### config.mk
export PLATFORM = sky130hd
export DESIGN_NAME = mem_loader
export DESIGN_NICKNAME = d
export VERILOG_FILES = /design/src/rtl/mem_loader_pkg.sv /design/src/rtl/mem_loader.sv
export SDC_FILE = /design/constraint.sdc
export NUM_CORES = 1
export LEC_CHECK = 0
export CAP_MARGIN = 40
export CORE_MARGIN = 1
export CORE_UTILIZATION = 50
export DETAILED_ROUTE_END_ITERATION = 6
export GPL_TIMING_DRIVEN = 0
export PLACE_DENSITY_LB_ADDON = 0.3
export SLEW_MARGIN = 20
export SYNTH_ARGS = -nofsm -noshare
export SYNTH_HDL_FRONTEND = slang
export SYNTH_SLANG_ARGS = --single-unit
### constraint.sdc
create_clock -name clk -period 3.3 [get_ports clk]
set_clock_uncertainty 0.1 [all_clocks]
set_input_delay 0.99 -clock clk [delete_from_list [all_inputs] [get_ports clk]]
set_output_delay 0.99 -clock clk [all_outputs]
set_load 0.01 [all_outputs]
### src/rtl/mem_loader_pkg.sv
// Shared types and frame-format constants for the boot-time program loader.
package mem_loader_pkg;

    typedef enum logic [2:0] {
        S_IDLE,
        S_LEN,
        S_DATA,
        S_WRITE,
        S_FINISH
    } loader_state_t;

    localparam logic [7:0] MAGIC_DEFAULT = 8'hA5;
    localparam int         LEN_BYTES     = 4;
    localparam int         WORD_BYTES    = 4;

    // Bytes arrive least-significant first, so each new byte enters at the top.
    function automatic logic [31:0] le_shift(input logic [31:0] acc, input logic [7:0] b);
        return {b, acc[31:8]};
    endfunction

endpackage

### src/rtl/mem_loader.sv
// Parses a MAGIC/count/payload byte stream from the UART and writes the payload
// words into RAM over the PicoRV32 native memory interface, holding the CPU meanwhile.
module mem_loader
    import mem_loader_pkg::*;
#(
    parameter logic [31:0] BASE_ADDR = 32'h0000_0000,
    parameter int unsigned MAX_WORDS = 256,
    parameter logic [7:0]  MAGIC     = MAGIC_DEFAULT
) (
    input  logic        clk,
    input  logic        reset,
    input  logic        rx_valid,
    input  logic [7:0]  rx_data,
    output logic        rx_ready,
    output logic        mem_valid,
    input  logic        mem_ready,
    output logic [31:0] mem_addr,
    output logic [31:0] mem_wdata,
    output logic [3:0]  mem_wstrb,
    output logic        cpu_hold,
    output logic        done,
    output logic        error
);

    loader_state_t state_q, state_d;
    logic [31:0]   cnt_q, cnt_d;
    logic [1:0]    byte_q, byte_d;
    logic [31:0]   addr_q, addr_d;
    logic [31:0]   wdata_q, wdata_d;
    logic          err_q, err_d;
    logic          take;
    logic          last_byte;

    assign take      = rx_valid && rx_ready;
    assign last_byte = (byte_q == 2'(LEN_BYTES - 1));

    always_comb begin
        state_d = state_q;
        cnt_d   = cnt_q;
        byte_d  = byte_q;
        addr_d  = addr_q;
        wdata_d = wdata_q;
        err_d   = 1'b0;
        case (state_q)
            S_IDLE: begin
                if (take && rx_data == MAGIC) begin
                    state_d = S_LEN;
                    byte_d  = 2'd0;
                    addr_d  = BASE_ADDR;
                end
            end
            S_LEN: begin
                if (take) begin
                    cnt_d  = le_shift(cnt_q, rx_data);
                    byte_d = byte_q + 2'd1;
                    if (last_byte) begin
                        if (cnt_d == 32'd0) begin
                            state_d = S_FINISH;
                        end else if (cnt_d > MAX_WORDS) begin
                            err_d   = 1'b1;
                            state_d = S_IDLE;
                        end else begin
                            state_d = S_DATA;
                        end
                    end
                end
            end
            S_DATA: begin
                if (take) begin
                    wdata_d = le_shift(wdata_q, rx_data);
                    byte_d  = byte_q + 2'd1;
                    if (last_byte) state_d = S_WRITE;
                end
            end
            S_WRITE: begin
                if (mem_ready) begin
                    addr_d  = addr_q + 32'd4;
                    cnt_d   = cnt_q - 32'd1;
                    state_d = (cnt_q == 32'd1) ? S_FINISH : S_DATA;
                end
            end
            S_FINISH: state_d = S_IDLE;
            default:  state_d = S_IDLE;
        endcase
    end

    always_ff @(posedge clk) begin
        if (reset) begin
            state_q <= S_IDLE;
            cnt_q   <= '0;
            byte_q  <= '0;
            addr_q  <= BASE_ADDR;
            wdata_q <= '0;
            err_q   <= 1'b0;
        end else begin
            state_q <= state_d;
            cnt_q   <= cnt_d;
            byte_q  <= byte_d;
            addr_q  <= addr_d;
            wdata_q <= wdata_d;
            err_q   <= err_d;
        end
    end

    // Every output is a pure decode of registered state.
    assign rx_ready  = (state_q == S_IDLE) || (state_q == S_LEN) || (state_q == S_DATA);
    assign mem_valid = (state_q == S_WRITE);
    assign mem_wstrb = mem_valid ? 4'b1111 : 4'b0000;
    assign mem_addr  = addr_q;
    assign mem_wdata = wdata_q;
    assign cpu_hold  = (state_q != S_IDLE);
    assign done      = (state_q == S_FINISH);
    assign error     = err_q;

endmodule

==> results of run 1 <==
## cell usage after synthesis, drive strengths merged (3+ instances only)
master	number
ha	4
o22ai	5
or2	3
a2111oi	14
dfxtp	100
mux2i	7
o21ai	16
nand2	111
o311ai	3
o31ai	4
a21o	4
nor3	21
a21oi	62
nor4	18
inv	13
clkbuf	35
a211oi	14
and4	5
a311oi	3
nor2	65
and3	4
or4	12
nand3	16
nand4	10
nand2b	3
nand3b	4
xnor2	24
or3	8
a22oi	6
buf	19
a31oi	6
nor3b	3
and2	7
## layer usage
layer / up-vias / track usage
met4: 0 / 0.09592
li1: 2590 / -
met1: 2582 / 0.3708
met3: 32 / 0.06579
met2: 268 / 0.4938
met5: - / 0
## registers in the layout (all words and copies together) (netlist names)
signal	count
byte_q	2
mem_wdata	32
mem_addr	30
cnt_q	32
state_q	3
error	1
## cells in the final DEF (no fill, tap or decap), types with 4 or more instances in the layout
master,Yosys,layout
nand2_1,111,111
dfxtp_1,100,100
clkdlybuf4s50_1,0,80
ha_1,4,4
a2111oi_0,12,8
nor2_1,65,65
o22ai_1,5,5
nor4_1,14,14
xnor2_1,24,24
buf_2,4,4
nand3_1,16,16
or4_1,10,10
and2_1,6,6
buf_1,7,6
nand4_1,9,9
a21oi_1,62,62
a31oi_1,6,6
a21o_1,4,4
inv_1,13,13
o21ai_0,16,16
a22oi_1,6,6
buf_4,6,7
or3_1,8,8
a2111oi_1,1,5
and4_1,5,5
clkbuf_1,35,30
nand3b_1,4,4
clkbuf_8,0,9
a211oi_1,14,14
mux2i_1,7,7
o31ai_1,4,4
nor3_1,20,20
and3_1,4,4
## layout make-up
class / count / area [µm²] / share of cell area
buffer: 53 / 255.2 / 0.03963
clock buffer: 9 / 123.9 / 0.01923
clock inverter: 7 / 80.08 / 0.01243
inverter: 14 / 57.56 / 0.008936
multi-input combinational: 500 / 2939 / 0.4563
sequential: 100 / 2002 / 0.3108
tap: 133 / 166.4 / 0.02584
timing repair buffer: 82 / 817.0 / 0.1268
## worst max-delay path by stage
| stage | from | endpoint | slack (ps) | depth (start not counted) |
|---|---|---|---|---|
| final | rx_valid | cnt_q[14] | 110 | 7 |
| after CTS | rx_data[1] | mem_addr[9] | 30 | 7 |
| after global placement | state_q[0] | mem_wstrb[2] | -540 | 6 |
| after detailed placement | state_q[0] | mem_wstrb[3] | -550 | 6 |
| after floorplan | state_q[0] | mem_wstrb[0] | 560 | 5 |
| after global routing | rx_data[1] | mem_addr[23] | -50 | 7 |
## worst register-to-register path, cell delays in order, from the launching register on
cell	delay, ps
dfxtp_1	460
and4_1	220
clkbuf_1	240
nand4_1	400
a211oi_1	710
xor2_1	140
and2_1	190
## power by group
part           internal [W]  switching, W  total [W]
combinational      0.000114      0.000201   0.000315
clock              0.000362      0.000467   0.000829
sequential          0.00122     0.0000185    0.00124
## cell families (layout without fill, tap and decap cells)
group | Yosys count | in the layout | synth area share
buffers and inverters | 68 | 165 | 0.05703
AO/OA/AOI/OAI | 161 | 161 | 0.2037
flip-flops | 100 | 100 | 0.3834
XOR/XNOR | 26 | 26 | 0.04361
multiplexers | 8 | 8 | 0.01558
adder cells (fa/ha/maj) | 4 | 4 | 0.009586
AND/OR/NAND/NOR | 299 | 299 | 0.2864
other | 1 | 2 | 0.0007182
## stage by stage
step / util / hold slack (ps) / cells / power (W)
2_1_floorplan: - / 335.5 / 668 / 0.001473
3_5_place_dp: 0.6231 / 350.9 / 882 / 0.001564
4_1_cts: 0.6448 / 364.2 / 898 / 0.002381
3_3_place_gp: 0.6231 / 343.5 / 882 / 0.001559
6_report: 0.6471 / 360.9 / 898 / 0.002380
5_1_grt: 0.6471 / 388.7 / 898 / 0.002476
## what timing repair did
action,in CTS,in global routing
buffers inserted,1,0
resized for setup,7,13
hold buffers,0,0
pin swaps,1,0
endpoints found under the setup margin,14,23
==> metrics, run 1 <==
type of origin of the critical path=input port; Synth Instances=667; Fin. Hold Viols=0; crit path cell chain=clkdlybuf4s50_1, nand2b_1, a21oi_1, clkbuf_1, buf_1, o221ai_1, a31oi_1; Hold Path Sink=mem_wdata[2]; initial core utilization=0.5245; Post-synth EDFFs=0; Post-layout nets=776; row cnt=36; ANT nets after route=0; Hold Path Cell Cnt=2; DR WL met3=1.330 mm; pwr/cell area=369.6 nW/µm²; failing checks=DRC; TritonCTS Sinks=100; worst vdd ir=197.5 µV; placed cell areas=6202 µm²; syn avg cell area=7.828 µm²; status=finished, violations left; Vias=5472; Die Wd=104.2 µm; asr flop ratio synth=0; Max-Cap Viols=0; routed vias/inst=6.094; crit share post-route=0.9662; Critical Path Sink Type=register; CTS Buf Count=9; Reg2Reg Setup Slack=750 ps; worst stage delay on the critical path=610 ps; min Tclk post-route=3188 ps; final instance area=6441 µm²; Top delay family on crit path=buffers and inverters; RR Startpoint=mem_addr[11]; Reg clk slew, reported paths=100 ps; Main synth FF type=dfxtp_1; core area=9955 µm²; clock latency on the worst-skew pair=370 ps; # DRC=11; Slowest cell on crit path=clkdlybuf4s50_1; Mapped Area=5221 µm²; clock tree buffer depth=2; sequential fraction of the synthesis area=0.3834; Placement Setup Slack=-554.3 ps; share of cells above drive strength 1=0.06536; post-synth top area share=0.3834; RR Endpoint=mem_addr[17]; HPWL after DPL=11.37 mm; critical path type=in2reg; IO Count=85; first-pass GRT wire length=25.74 mm; Die Span Y=104.2 µm; DR iter-0 viols=534; area added between synthesis and finish=23.36%; max-slew violations=0; final number of setup-violating endpoints=0; setup TNS=0 ps; area leader, netlist=dfxtp_1; # H-tree levels=3; LEAKAGE=2.101 nW; WP data arrival=3390 ps; crit-path max FO=10; Unique masters post-synth=73; ANT cells=0; initial antenna violation count=0; number of buffers added on ports=81; grt ovf=0; #FFs+latches synth=100; Worst Reg-to-Reg Cells=6; relative slew slack=0.3795; wire length per cell=17.65 µm; met2 WL=7.453 mm; total track usage=0.2935; CTS tree=built; HP Class=reg2reg; wl on met1=6.721 mm; Die Footprint=10860 µm²; RSZ-0062 raised after global routing=true; largest net degree at the start of global routing=22; ranking of synthesized cells by area=dfxtp_1 38%, nand2_1 8.0%, a21oi_1 5.9%; Layout fillers=835; top layer in use=met4; hold path start=mem_wdata[2]; GPL Wtd Cong=0.9715; Bufs and invs on worst path=3; CTS Root Cell=clkbuf_8; vias in the first global route=5146; Post-Route WL=15.85 mm; data required time at the worst endpoint=3500 ps; Final WS setup=111.6 ps; first-pass detailed-route iteration total=7; Achievable Freq=0.3136 GHz; Ys Warns=0; Worst-Margin Slew=922.2 ps
No activity file was read; power rests on OpenSTA's default activity.
==> run 2, diff against run 1 <==
Settings changed: GPL_TIMING_DRIVEN 0 to unset.
==> metrics, run 2 (synthesized netlist as in run 1, its figures left out) <==
Reg2Reg Setup Slack=760 ps; worst stage delay on the critical path=620 ps; Slowest cell on crit path=dfxtp_1; GPL Wtd Cong=0.8900; initial antenna violation count=0; # DRC=0; Achievable Freq=0.3286 GHz; final number of setup-violating endpoints=0; crit path cell chain=nand3b_1, clkinv_1, clkdlybuf4s50_1; min Tclk post-route=3043 ps; DR iter-0 viols=362; largest net degree at the start of global routing=40; ANT cells=0; critical path type=reg2out; post-layout power=0.002275 W; HPWL after DPL=9.655 mm; Bufs and invs on worst path=2; # H-tree levels=3; gr busiest metal=met2; relative slew slack=0.5145; CTS tree=built; RR Endpoint=cnt_q[28]; CTS Buf Count=9; first-pass detailed-route iteration total=5; met1 usage=0.3367; most frequent cells in the layout=111 x nand2_1, 100 x dfxtp_1, 81 x clkdlybuf4s50_1, 65 x nor2_1, 61 x a21oi_1; Post-layout nets=743; data required time at the worst endpoint=2210 ps; Max-Cap Viols=0; row cnt=36; Crit. Startpoint=state_q[2]; Die Footprint=10860 µm²; M3 GR Usage=0.03947; initial core utilization=0.5245; postcts setup bufs=0; RR Startpoint=cnt_q[6]; Top delay family on crit path=buffers and inverters; RSZ-0062 raised after global routing=false; Fin. Hold Viols=0; Die Wd=104.2 µm; post-CTS sizing=0; LEAKAGE=2.077 nW; share of cells above drive strength 1=0.07377; first-pass GRT wire length=22.73 mm; wire length per cell=16.02 µm; TritonCTS Sinks=100; max-slew violations=0; Die Span Y=104.2 µm; crit-path max FO=14; crit share post-route=0.9221; Critical Path Sink Type=primary output; core area=9955 µm²; placed cell areas=6168 µm²; Post-CTS Hold Buffers=0; Worst-Margin Slew=721.5 ps; final design utilization=0.6379; vias in the first global route=4639; Vias=5212; area added between synthesis and finish=21.62%; number of buffers added on ports=82; met2 Use GR=0.4181; Reg clk slew, reported paths=100 ps; type of origin of the critical path=register; Post-Route WL=13.86 mm; Worst Reg-to-Reg Cells=5; worst vdd ir=250.9 µV; grt ovf=0; worst setup path endpoint=mem_wstrb[3]; WP data arrival=1950 ps; routed vias/inst=6.025; clock latency on the worst-skew pair=370 ps; most common cell after layout, fill and taps aside=nand2_1; critical path depth=3; total track usage=0.2527; pwr/cell area=358.2 nW/µm²; CTS Root Cell=clkbuf_8; clock tree buffer depth=2; ANT nets after route=0; status=finished clean; HP Class=reg2reg; final instance area=6350 µm²; IO Count=85
run 2: changes by cell type in the layout (fill, tap and decap cells not counted), sizes merged:
cell | before | now
dlygate4sd2 | 1 | 0
clkdlybuf4s50 | 80 | 81
buf | 19 | 21
clkinvlp | 1 | 2
bufinv | 1 | 0
clkbuf | 44 | 9
run 2: worst min-delay path by stage:
stage,from,end,slack (ps),depth (start not counted)
2_1_floorplan,byte_q[1],byte_q[1],340,2
3_3_place_gp,mem_wdata[7],mem_wdata[7],340,2
3_5_place_dp,mem_wdata[5],mem_wdata[5],350,2
4_1_cts,mem_wdata[4],mem_wdata[4],360,2
5_1_grt,mem_wdata[4],mem_wdata[4],390,2
6_report,mem_wdata[4],mem_wdata[4],360,2
run 2: stage by stage:
| step | setup TNS [ps] | worst slack, ps | std cells | hold WS [ps] |
|---|---|---|---|---|
| floorplan | 0 | 557.8 | 668 | 335.5 |
| global placement | 0 | 5.401 | 849 | 342.6 |
| detailed placement | -179.9 | -127.2 | 849 | 348.5 |
| CTS | 0 | 230.5 | 865 | 361.6 |
| global route | 0 | 97.62 | 865 | 386.3 |
| finish | 0 | 257.0 | 865 | 362.7 |
run 2: worst register-to-register path, cell delays in order (launching register included):
cell and delay (ps):
dfxtp_1 360, nor4_2 550, nand2_1 470, nor4_1 430, mux2i_1 120, a2111oi_0 400
run 2: routing by layer:
metal  vias up  wire length [µm]
li1       2514                 -
met1      2469              6243
met2       203              6639
met3        26               738
met4         0               237
met5         -                 0
run 2: layout make-up:
cell class	count	area, µm²
Clock buffer	9	123.9
Clock inverter	7	57.56
Fill cell	866	3605
Inverter	14	52.55
Multi-Input combinational cell	500	2944
Sequential cell	100	2002
Tap cell	133	166.4
Timing Repair Buffer	102	1003
run 2: power breakdown:
part           switching [W]  internal (W)  leakage (nW)  total (W)
logic               0.000177      0.000113          1.18   0.000290
clock network       0.000461      0.000285        0.0881   0.000746
registers          0.0000196       0.00122         0.806    0.00124
==> run 3, diff against run 2 <==
Settings changed: CELL_PAD_IN_SITES_DETAIL_PLACEMENT set to 0, CELL_PAD_IN_SITES_GLOBAL_PLACEMENT set to 1, CORE_UTILIZATION 50 to 39.
==> metrics, run 3 (synthesized netlist as in run 1, its figures left out) <==
initial core utilization=0.4071; Die Span Y=117.7 µm; M3 GR Usage=0.03004; Hold Path Sink=mem_wdata[7]; TritonCTS Sinks=100; Max-Cap Viols=0; Reg clk slew, reported paths=70 ps; row cnt=41; Worst-Margin Slew=655.5 ps; worst vdd ir=196.4 µV; wire length per cell=16.12 µm; LEAKAGE=2.171 nW; Die Footprint=13850 µm²; type of origin of the critical path=register; ANT nets after route=0; post-CTS sizing=0; Crit. Startpoint=state_q[1]; HP Class=reg2reg; area added between synthesis and finish=25.50%; CTS Root Cell=clkbuf_16; relative slew slack=0.5630; final design utilization=0.5109; Reg2Reg Setup Slack=760 ps; Fin. Hold Viols=0; setup TNS=0 ps; pwr/cell area=390.9 nW/µm²; RR Startpoint=cnt_q[0]; DR iter-0 viols=295; IO Count=85; Worst Reg-to-Reg Cells=4; status=finished clean; RR Endpoint=cnt_q[23]; CTS tree=built; Die Wd=117.7 µm; most frequent cells in the layout=111 x nand2_1, 100 x dfxtp_1, 81 x clkdlybuf4s50_1, 65 x nor2_1, 61 x a21oi_1; internal power=0.001869 W; critical path type=reg2out; initial antenna violation count=0; Post-Route WL=14.69 mm; Layout fillers=1243; most common cell after layout, fill and taps aside=nand2_1; WP data arrival=1920 ps; met1 usage=0.2843; met2 Use GR=0.3570; hold path start=mem_wdata[7]; # H-tree levels=3; CTS Buf Count=9; Post-layout nets=751; final number of setup-violating endpoints=0; crit share post-route=0.9111; min Tclk post-route=3007 ps; core area=12820 µm²; share of cells above drive strength 1=0.08254; max-slew violations=0; clock latency on the worst-skew pair=360 ps; first-pass detailed-route iteration total=5; ANT cells=0; Vias=5090; gr busiest metal=met2; crit-path max FO=12; # DRC=0; postcts setup bufs=0; data required time at the worst endpoint=2210 ps; clock tree buffer depth=2; routed vias/inst=5.587; HPWL after DPL=10.18 mm; grt ovf=0; Post-CTS Hold Buffers=0; largest net degree at the start of global routing=42; RSZ-0062 raised after global routing=false; vias in the first global route=4757; clock share of power=0.398; switching part of the total=0.2703; Achievable Freq=0.3326 GHz; Hold Path Cell Cnt=2; Sw Pwr=0.0006923 W; total track usage=0.2166; first-pass GRT wire length=24.38 mm; combinational fraction of design power=0.119; GPL Wtd Cong=0.8241; Critical Path Sink Type=primary output; number of buffers added on ports=82; share of power burned in registers=0.483; Min Hold Slack=352.5 ps
run 3: changes by cell type in the layout (fill, tap and decap cells not counted), sizes merged:
cell      before  now
buf           21   29
clkbuf         9   10
clkinv         3    4
clkinvlp       2    0
inv           16   15
run 3: routing by layer:
layer  vias to the layer above  part of all wire
met4                         0             0.020
met1                      2427              0.47
met2                       105              0.48
li1                       2535                 -
met3                        23             0.033
met5                         -                 0
run 3: stage by stage:
step	power, W	cells	setup slack, ps	instance area (µm²)
after global placement	0.001562	896	42.11	6277
after global routing	0.002662	911	169.1	6553
after CTS	0.002578	911	261.7	6553
final	0.002562	911	293.4	6553
after detailed placement	0.001565	896	-1.390	6277
after floorplan	0.001473	668	557.8	5225
run 3: critical path: stages (launching register included):
cell and delay (ps):
dfxtp_1 510, nand3b_1 170, clkinv_1 280, clkdlybuf4s50_1 600
run 3: worst max path at each step:
| stage | slack [ps] | to |
|---|---|---|
| 2_1_floorplan | 560 | mem_wstrb[0] |
| 6_report | 290 | mem_valid |
| 3_5_place_dp | -1 | mem_addr[25] |
| 4_1_cts | 260 | mem_wstrb[1] |
| 3_3_place_gp | 40 | mem_addr[26] |
| 5_1_grt | 170 | mem_valid |
run 3: power groups by stage:
stage,clock network [W],logic [W],registers (W)
3_5_place_dp,0,0.000300,0.00126
6_report,0.00102,0.000305,0.00124
3_3_place_gp,0,0.000297,0.00126
4_1_cts,0.00104,0.000302,0.00124
5_1_grt,0.00109,0.000337,0.00124
2_1_floorplan,0,0.000214,0.00126
run 3: final cells by class:
cell class	count	area, µm²	area share
multi-input combinational	500	2944	0.4493
sequential	100	2002	0.3055
timing repair buffer	110	1064	0.1623
clock buffer	10	239.0	0.03647
tap	172	215.2	0.03284
inverter	14	52.55	0.008020
clock inverter	5	36.28	0.005538
